File: src/rtl/colocar_barcos.sv
// colocar_barcos -- ship placement stage of the battleship game.
//
// The player steers a cursor over a FILAS x COLS board and drops ships one
// at a time; ship k (1-based) is k cells long and grows right (horizontal)
// or down (vertical) from the cursor. A placement is rejected if any cell
// falls off the board or lands on an occupied cell.
//
// Optional feature macro: COLOCAR_ROTACION_EN
//   defined   -> btnRotar toggles orientacion, vertical ships allowed
//   undefined -> btnRotar ignored, orientacion held at 0 (all horizontal)
//
// Ports:
//   clk, reset                 clock, synchronous active-low reset
//   cantidadBarcosSeleccionada ship count from the selection stage
//   seleccionListo             count valid (sampled only while waiting)
//   btnArriba/Abajo/Izq/Der    cursor moves (debounced levels)
//   btnRotar                   orientation toggle (level)
//   btnColocar                 place current ship (level)
//   tableroJugador             occupancy map, bit = fila*COLS+col
//   cursorFila, cursorCol      cursor position
//   orientacion                0 = horizontal, 1 = vertical
//   barcosColocados            ships placed so far
//   errorColocacion            one-cycle pulse on a rejected placement
//   colocacionLista            all ships placed (held until reset)
module colocar_barcos #(
    parameter int FILAS      = 5,
    parameter int COLS       = 5,
    parameter int MAX_BARCOS = 5
) (
    input  logic                   clk,
    input  logic                   reset,
    input  logic [2:0]             cantidadBarcosSeleccionada,
    input  logic                   seleccionListo,
    input  logic                   btnArriba,
    input  logic                   btnAbajo,
    input  logic                   btnIzq,
    input  logic                   btnDer,
    input  logic                   btnRotar,
    input  logic                   btnColocar,
    output logic [FILAS*COLS-1:0]  tableroJugador,
    output logic [2:0]             cursorFila,
    output logic [2:0]             cursorCol,
    output logic                   orientacion,
    output logic [2:0]             barcosColocados,
    output logic                   errorColocacion,
    output logic                   colocacionLista
);

    localparam int NCELDAS = FILAS * COLS;

    typedef enum logic [1:0] {ESPERA, COLOCANDO, LISTO} estado_t;

    estado_t              estado_q, estado_d;
    logic [NCELDAS-1:0]   tablero_q, tablero_d;
    logic [2:0]           fila_q, fila_d;
    logic [2:0]           col_q, col_d;
    logic                 orient_q, orient_d;
    logic [2:0]           barcos_q, barcos_d;
    logic [2:0]           cantidad_q, cantidad_d;
    logic                 error_q, error_d;
    logic                 lista_q, lista_d;
    logic [5:0]           btn_prev_q, btn_prev_d;

    // Button vector, highest priority in the MSB:
    // colocar, rotar, arriba, abajo, izq, der.
    logic [5:0]           btn_now;
    logic [5:0]           flanco;

`ifdef COLOCAR_ROTACION_EN
    assign btn_now = {btnColocar, btnRotar, btnArriba, btnAbajo, btnIzq, btnDer};
`else
    // Rotation disabled: the button never produces an action, so it cannot
    // shadow the lower-priority move buttons either.
    logic unused_rotar;
    assign unused_rotar = btnRotar;
    assign btn_now = {btnColocar, 1'b0, btnArriba, btnAbajo, btnIzq, btnDer};
`endif

    assign flanco = btn_now & ~btn_prev_q;

    // Footprint of the current ship and whether it fits on the board.
    logic [2:0]           largo;
    logic [NCELDAS-1:0]   huella;
    logic                 dentro;
    logic [3:0]           fila_k;
    logic [3:0]           col_k;

    always_comb begin
        largo  = barcos_q + 3'd1;
        huella = '0;
        dentro = 1'b1;
        fila_k = '0;
        col_k  = '0;
        for (int k = 0; k < MAX_BARCOS; k++) begin
            if (k < int'(largo)) begin
                fila_k = {1'b0, fila_q} + (orient_q ? 4'(k) : 4'd0);
                col_k  = {1'b0, col_q}  + (orient_q ? 4'd0 : 4'(k));
                if (fila_k >= 4'(FILAS) || col_k >= 4'(COLS))
                    dentro = 1'b0;
                else
                    huella = huella | ({{(NCELDAS-1){1'b0}}, 1'b1}
                                       << (int'(fila_k) * COLS + int'(col_k)));
            end
        end
    end

    always_comb begin
        estado_d   = estado_q;
        tablero_d  = tablero_q;
        fila_d     = fila_q;
        col_d      = col_q;
        orient_d   = orient_q;
        barcos_d   = barcos_q;
        cantidad_d = cantidad_q;
        error_d    = 1'b0;
        lista_d    = lista_q;
        btn_prev_d = btn_now;

        case (estado_q)
            ESPERA: begin
                if (seleccionListo) begin
                    if (cantidadBarcosSeleccionada == 3'd0)
                        cantidad_d = 3'd1;
                    else if (cantidadBarcosSeleccionada > 3'(MAX_BARCOS))
                        cantidad_d = 3'(MAX_BARCOS);
                    else
                        cantidad_d = cantidadBarcosSeleccionada;
                    estado_d  = COLOCANDO;
                    tablero_d = '0;
                    fila_d    = '0;
                    col_d     = '0;
                    orient_d  = 1'b0;
                    barcos_d  = '0;
                end
            end
            COLOCANDO: begin
                // Single action per cycle; lower-priority edges are dropped.
                if (flanco[5]) begin
                    if (dentro && ((huella & tablero_q) == '0)) begin
                        tablero_d = tablero_q | huella;
                        barcos_d  = largo;
                        if (largo == cantidad_q) begin
                            estado_d = LISTO;
                            lista_d  = 1'b1;
                        end
                    end else begin
                        error_d = 1'b1;
                    end
                end else if (flanco[4]) begin
                    orient_d = ~orient_q;
                end else if (flanco[3]) begin
                    if (fila_q != 3'd0) fila_d = fila_q - 3'd1;
                end else if (flanco[2]) begin
                    if (fila_q < 3'(FILAS - 1)) fila_d = fila_q + 3'd1;
                end else if (flanco[1]) begin
                    if (col_q != 3'd0) col_d = col_q - 3'd1;
                end else if (flanco[0]) begin
                    if (col_q < 3'(COLS - 1)) col_d = col_q + 3'd1;
                end
            end
            LISTO: begin
                // Frozen until reset.
            end
            default: estado_d = ESPERA;
        endcase
    end

    always_ff @(posedge clk) begin
        if (!reset) begin
            estado_q   <= ESPERA;
            tablero_q  <= '0;
            fila_q     <= '0;
            col_q      <= '0;
            orient_q   <= 1'b0;
            barcos_q   <= '0;
            cantidad_q <= '0;
            error_q    <= 1'b0;
            lista_q    <= 1'b0;
            btn_prev_q <= '0;
        end else begin
            estado_q   <= estado_d;
            tablero_q  <= tablero_d;
            fila_q     <= fila_d;
            col_q      <= col_d;
            orient_q   <= orient_d;
            barcos_q   <= barcos_d;
            cantidad_q <= cantidad_d;
            error_q    <= error_d;
            lista_q    <= lista_d;
            btn_prev_q <= btn_prev_d;
        end
    end

    assign tableroJugador  = tablero_q;
    assign cursorFila      = fila_q;
    assign cursorCol       = col_q;
    assign orientacion     = orient_q;
    assign barcosColocados = barcos_q;
    assign errorColocacion = error_q;
    assign colocacionLista = lista_q;

endmodule

File: config.mk
export PLATFORM = sky130hd
export DESIGN_NAME = colocar_barcos
export DESIGN_NICKNAME = d
export VERILOG_FILES = /design/src/rtl/colocar_barcos.sv
export SDC_FILE = /design/constraint.sdc
export NUM_CORES = 1
export LEC_CHECK = 0
export ABC_AREA = 1
export ABC_CLOCK_PERIOD_IN_PS = 5100
export BUFFER_PORTS_ARGS = -buffer_cell sky130_fd_sc_hd__buf_4
export CAP_MARGIN = 15
export CELL_PAD_IN_SITES_DETAIL_PLACEMENT = 1
export CELL_PAD_IN_SITES_GLOBAL_PLACEMENT = 1
export CORE_ASPECT_RATIO = 1.2
export CORE_MARGIN = 1.5
export CORE_UTILIZATION = 43
export DETAILED_ROUTE_END_ITERATION = 6
export PLACE_DENSITY = 0.84
export SKIP_LAST_GASP = 1
export SYNTH_ARGS = -nofsm -noshare
export SYNTH_HDL_FRONTEND = slang
export SYNTH_SLANG_ARGS = --single-unit
File: constraint.sdc
create_clock -name clk -period 5.1 [get_ports clk]
set_clock_uncertainty 0.2 [all_clocks]
set_input_delay 0.255 -clock clk [delete_from_list [all_inputs] [get_ports clk]]
set_output_delay 0.255 -clock clk [all_outputs]
set_load 0.05 [all_outputs]
; ---- After elaboration in Yosys (flattened, before gate mapping)
; Index checks and enable logic that the tools add are counted.
[word_totals]
word_cells = 169
regBits = 48
[classes]
order_cmp = 18
mux = 64
n_eq_ne = 18
shifts = 5
reduce_logical = 20
mul = 5
add_sub_neg = 18
bitwise = 10
[op_table]
columns = operator, count
row1 = 25-bit two-way mux, 13
row2 = 25-bit bitwise OR, 5
row3 = "1-bit by 8-bit left shift with 25-bit output, first input constant", 4
row4 = 3-bit two-way mux, 21
row5 = 25-bit one-hot mux with 2 select lines, 1
row6 = 7-bit by 4-bit adder with 8-bit output, 4
row7 = "4-bit by 3-bit greater-or-equal comparator with 1-bit output, second input constant", 8
row8 = "4-bit by 3-bit multiplier with 7-bit output, second input constant", 4
row9 = 25-bit bitwise AND, 1
row10 = 25-bit zero test, 1
row11 = "1-bit by 7-bit left shift with 25-bit output, first input constant", 1
row12 = "2-bit inequality test, second input constant", 9
row13 = "3-bit inequality test, second input constant", 6
row14 = 3-bit one-hot mux with 2 select lines, 3
row15 = 3-bit by 2-bit adder with 4-bit output, 4
row16 = 1-bit two-way mux, 16
row17 = 2-bit two-way mux, 8
row18 = 4-bit AND reduction, 3
row19 = "3-bit by 1-bit adder with 3-bit output, second input constant", 3
row20 = 9-bit AND reduction, 1
row21 = 3-bit by 1-bit adder with 4-bit output, 2
row22 = 3-bit by 3-bit adder with 4-bit output, 2
row23 = 6-bit by 3-bit adder with 7-bit output, 1
row24 = 7-bit AND reduction, 1
row25 = 25 further kinds, 36

; ---- Longest topological paths before layout
[depth]
ltp_word = 23
depth_mapped = 31
ltp_nobuf = 30

; ---- Worst setup path before layout
; OpenSTA, ideal clock, no wires.
[synth_timing]
path_type = register to register
start = register fila_q[0] (netlist: cursorFila[0])
end = register tablero_q[3] (netlist: tableroJugador[3])
stages_incl_launch_ff = 26
arrival_time_ps = 4652
setup_time_ps = 132
setup_slack_ps = 116
path_cell_list = dfxtp_1 > ha_1 > fa_1 > ha_1 > inv_1 > fa_1 > inv_1 > ha_1 > nand2_1 > nand3_1 > or2_1 > nand2_1 > inv_1 > nor2_2 > nand2_1 > or2_2 > o211ai_1 > nand2_1 > nand3_1 > nor2_1 > nand2_1 > nand2_1 > buf_6 > buf_6 > nand3_1 > a21oi_1
[synth_between]
elab_chain_cells = 22
[synth_lines]
columns = item, line_no
row1 = start: declaration, 55  ; logic [2:0] fila_q, fila_d;
row2 = start signal: assignment, 183  ; fila_q <= fila_d;
row3 = branches (longest 22 deep; another with 7-bit by 4-bit adder with 8-bit output), n/a
row4 = end signal: assignment, 182  ; tablero_q <= tablero_d;
row5 = end: declaration, 54  ; logic [NCELDAS-1:0] tablero_q, tablero_d;
; Several ways; the timed one is not identified. The select of a mux whose other input is x is not followed.
; A chain may end at the register's enable or synchronous reset.

; ---- Worst setup path in the final report
[layout_timing]
start = register orient_q (netlist: orientacion)
end = register tablero_q[16] (netlist: tableroJugador[16])
[layout_between]
elab_chain_cells = 22
[layout_lines]
columns = item, line_no
row1 = start: declaration, 57  ; logic orient_q, orient_d;
row2 = start signal: assignment, 185  ; orient_q <= orient_d;
row3 = 1-bit two-way mux, 96  ; fila_k = {1'b0, fila_q} + (orient_q ? 4'(k) : 4'd0);
row4 = 3-bit by 1-bit adder with 4-bit output, 96
row5 = 4-bit by 3-bit multiplier with 7-bit output, 102  ; << (int'(fila_k) * COLS + int'(col_k)));
row6 = 7-bit by 4-bit adder with 8-bit output, 102
row7 = 1-bit by 8-bit left shift with 25-bit output, 101  ; huella = huella | ({{(NCELDAS-1){1'b0}}, 1'b1}
row8 = 25-bit bitwise OR, 101
row9 = 25-bit two-way mux, 98  ; if (fila_k >= 4'(FILAS) || col_k >= 4'(COLS))
row10 = 25-bit two-way mux, 95  ; if (k < int'(largo)) begin
row11 = (+6 left out), n/a
row12 = 25-bit bitwise OR, 101
row13 = 25-bit two-way mux, 98
row14 = 25-bit two-way mux, 95
row15 = 25-bit bitwise AND, 139  ; if (dentro && ((huella & tablero_q) == '0)) begin
row16 = 25-bit zero test, 139
row17 = 1-bit logical AND, 139
row18 = 2-bit inequality test (no source line), n/a
row19 = 4-bit AND reduction (no source line), n/a
; Parallel ways exist; a longest one is shown, timed or not. The select of a mux whose other input is x is not followed.

==> metrics.csv <==
stage,metric,value,unit
critical_path,slowest_delay,520,ps
timing,hold_violations,0,
cts,numClockSinks,47,
yosys,synth_area_leaders,"dfxtp_1 (17%), nand2_1 (15%), ha_1 (13%)",
floorplan,die_h,129,um
timing,slew_headroom,27.9,%
timing,max_freq,0.205,GHz
power,clockPowerShare,19.9,%
placement,io_buffer_count,47,
global_route,antenna_found_initial,0,
floorplan,die_w,108,um
cts,clk_latency,300,ps
timing,post-route-min-period,4890,ps
drt,wire_per_inst,17.4,um
drt,route.detailed.drc,0,
power,leakage,3.49,nW
power,swShare,49.6,%
drt,totalWireLength,20.7,mm
finish,drive_above_1_share,12.6,%
yosys,syn-num-nets,1042,
global_route,grt_pass1_vias,6619,
drt,dr.first_iter.drc_count,220,
drt,vias,6507,
power,p_int,0.00110,W
global_route,grt_pass1_wl,32.7,mm
critical_path,crit_buf_inv,6,
critical_path,critPathMostFrequentCell,nand3_1,
global_route,grt_overflow,0,
cts,cts_tree,built,
power,power,0.00219,W
drt,routed_via_density,5.48,
global_route,grt_max_degree,30,
run,max-cap-violations,0,
min_path,hold_class,in2reg,
run_status,status,finished clean,
global_route,track_usage,30.4,%
timing,tightestPinTransition,1080,ps
finish,nFillCells,1807,
finish,final_nets,1108,
critical_path,cp.required,5030,ps
floorplan,core_area,12800,um2
floorplan,rows,45,
placement,place_area,6350,um2
critical_path,critPathSlowestCell,fa_1,
cts,cts-htree-levels,2,
power,powerDensity,325,nW/um2
yosys,synth_cell_types,38,
timing,final.setup.tns,0,ps
yosys,syn-cell-area,5680,um2
floorplan,dieArea,13900,um2
yosys,yosysTopAreaCellShare,16.6,%
placement,dp_hpwl,16.5,mm
floorplan,initial_core_util,44.4,%
yosys,yosys_warnings,0,
power,p_switching,0.00109,W
finish,final_cells,1188,
power,power_frac_comb,61.0,%
critical_path,end_kind,register,
yosys,syn-mean-instance-area,5.93,um2
critical_path,cp_top_family,simple AND/OR/NAND/NOR gates,
cts,clk_path_buf_depth,2,
critical_path,cp.arrival,4820,ps
floorplan,io_pins,49,
critical_path,worst-path-max-fanout,26,
critical_path,path_class,reg2reg,
placement,gp_congestion,0.955,
finish,layout_commonest_cell,nand2_1,
drt,ant_nets,0,
yosys,ys_ff_latch,47,
cts,cts_made_buffers,5,
critical_path,startpoint_type,register,
timing,period_share,95.9,%
cts,cts-root-buf,clkbuf_16,
drt,drt-pass1-iter-count,5,
timing,final-max-slew-violation-count,0,
power,pwr-share-seq,19.1,%
yosys,seq_area_frac_synth,16.6,%
yosys,synth_cells,957,
finish,diodes,0,
finish,final_cell_mix,"nand2_1 (224), inv_1 (147), nor2_1 (137), nand3_1 (114), buf_4 (67)",
power,ir_worst_vdd,0.166,mV
cts,path_clk_slew,70,ps
finish,area_delta_synth_final,18.5,%
yosys,yosysTopAreaCell,dfxtp_1,
finish,fin_area,6730,um2
timing,setup-violations-final,0,
placement,dp_cells,1173,
power groups by stage:
| stage | Sequential (W) | Clock, W | Combinational (W) |
|---|---|---|---|
| global route | 0.000421 | 0.000452 | 0.00147 |
| global placement | 0.000424 | 0 | 0.00122 |
| detailed placement | 0.000425 | 0 | 0.00125 |
| CTS | 0.000417 | 0.000437 | 0.00128 |
| floorplan | 0.000479 | 0 | 0.000821 |
| finish | 0.000418 | 0.000435 | 0.00133 |
cells by family (layout without fill, tap and decap cells):
family                     Yosys count  after routing  share of synthesized area [%]
and+or+nand+nor                    565            565                           43.7
buffers and inverters              171            238                           11.8
AOI/OAI and AO/OA                   93             93                           8.57
adders and majority gates           73             73                           17.9
DFF                                 47             47                           16.6
xor gates and xnor gates             8              8                           1.50
layout make-up:
cell class | instances | area [um2] | share of cell area, %
Multi-Input combinational cell | 739 | 4170 | 62.0
Sequential cell | 47 | 948 | 14.1
Timing Repair Buffer | 77 | 636 | 9.44
Inverter | 153 | 578 | 8.59
Tap cell | 164 | 205 | 3.05
Clock buffer | 6 | 129 | 1.91
Clock inverter | 2 | 60.1 | 0.892
per-layer routing:
layer	GRT usage, %	wire, um	vias to the layer above
li1	-	-	3215
met1	33.3	8180	3089
met2	57.0	10700	133
met3	3.19	550	70
met4	16.3	1250	0
met5	0	0	-
repair_timing:
| action | CTS | global route |
|---|---|---|
| endpoints found under the setup margin | 27 | 29 |
| hold buffers | 5 | 0 |
| resized for setup | 3 | 28 |
| pin swaps | 0 | 1 |
| hold endpoints to repair | 5 | 0 |
| setup buffers | 0 | 2 |
stage by stage:
stage	utilization (%)	hold WS, ps	setup slack (ps)
6_report	52.7	33.0	212
3_3_place_gp	49.7	240	76.4
3_5_place_dp	49.7	248	-67.9
4_1_cts	51.7	43.6	18.7
5_1_grt	52.7	66.8	-31.1
2_1_floorplan	-	148	116
worst paths after layout:
| path | start | endpoint | slack (ps) | cells past startpoint |
|---|---|---|---|---|
| worst max-delay path | orientacion | tableroJugador[16] | 210 | 25 |
| worst min-delay path | cantidadBarcosSeleccionada[2] | cantidad_q[2] | 30 | 3 |
| worst max register to register | orientacion | tableroJugador[16] | 210 | 25 |
| worst min register to register | colocacionLista | colocacionLista | 250 | 2 |
worst register-to-register path, delay by kind of cell, from the launching register on:
family,cells,cell delay [ps]
simple gates,13,1700
fa+ha+maj,4,1540
buf+inv,6,680
flops,1,380
compound gates,2,250
cell usage after synthesis (all sizes together):
library cell    n
xnor2           6
nor4            2
a21oi          59
o211ai          1
clkbuf          9
nand3b         12
and2            2
o21a            1
o31ai           1
nor3           15
xor2            2
dfxtp          47
fa             14
nand2         231
buf             9
nand4          27
a221oi          1
nand3         116
o22ai           1
ha             59
a31oi           1
clkinv          1
nor2          148
or3             1
a211oi          3
inv           152
or2            11
o21ai          25
registers in the layout, summed over array words and instances, names as in the netlist:
signal           cells
colocacionLista      1
cantidad_q           3
orientacion          1
btn_prev_q           5
cursorCol            3
estado_q             2
cursorFila           3
tableroJugador      25
barcosColocados      3
errorColocacion      1
No activity file was read; power rests on OpenSTA's default activity.
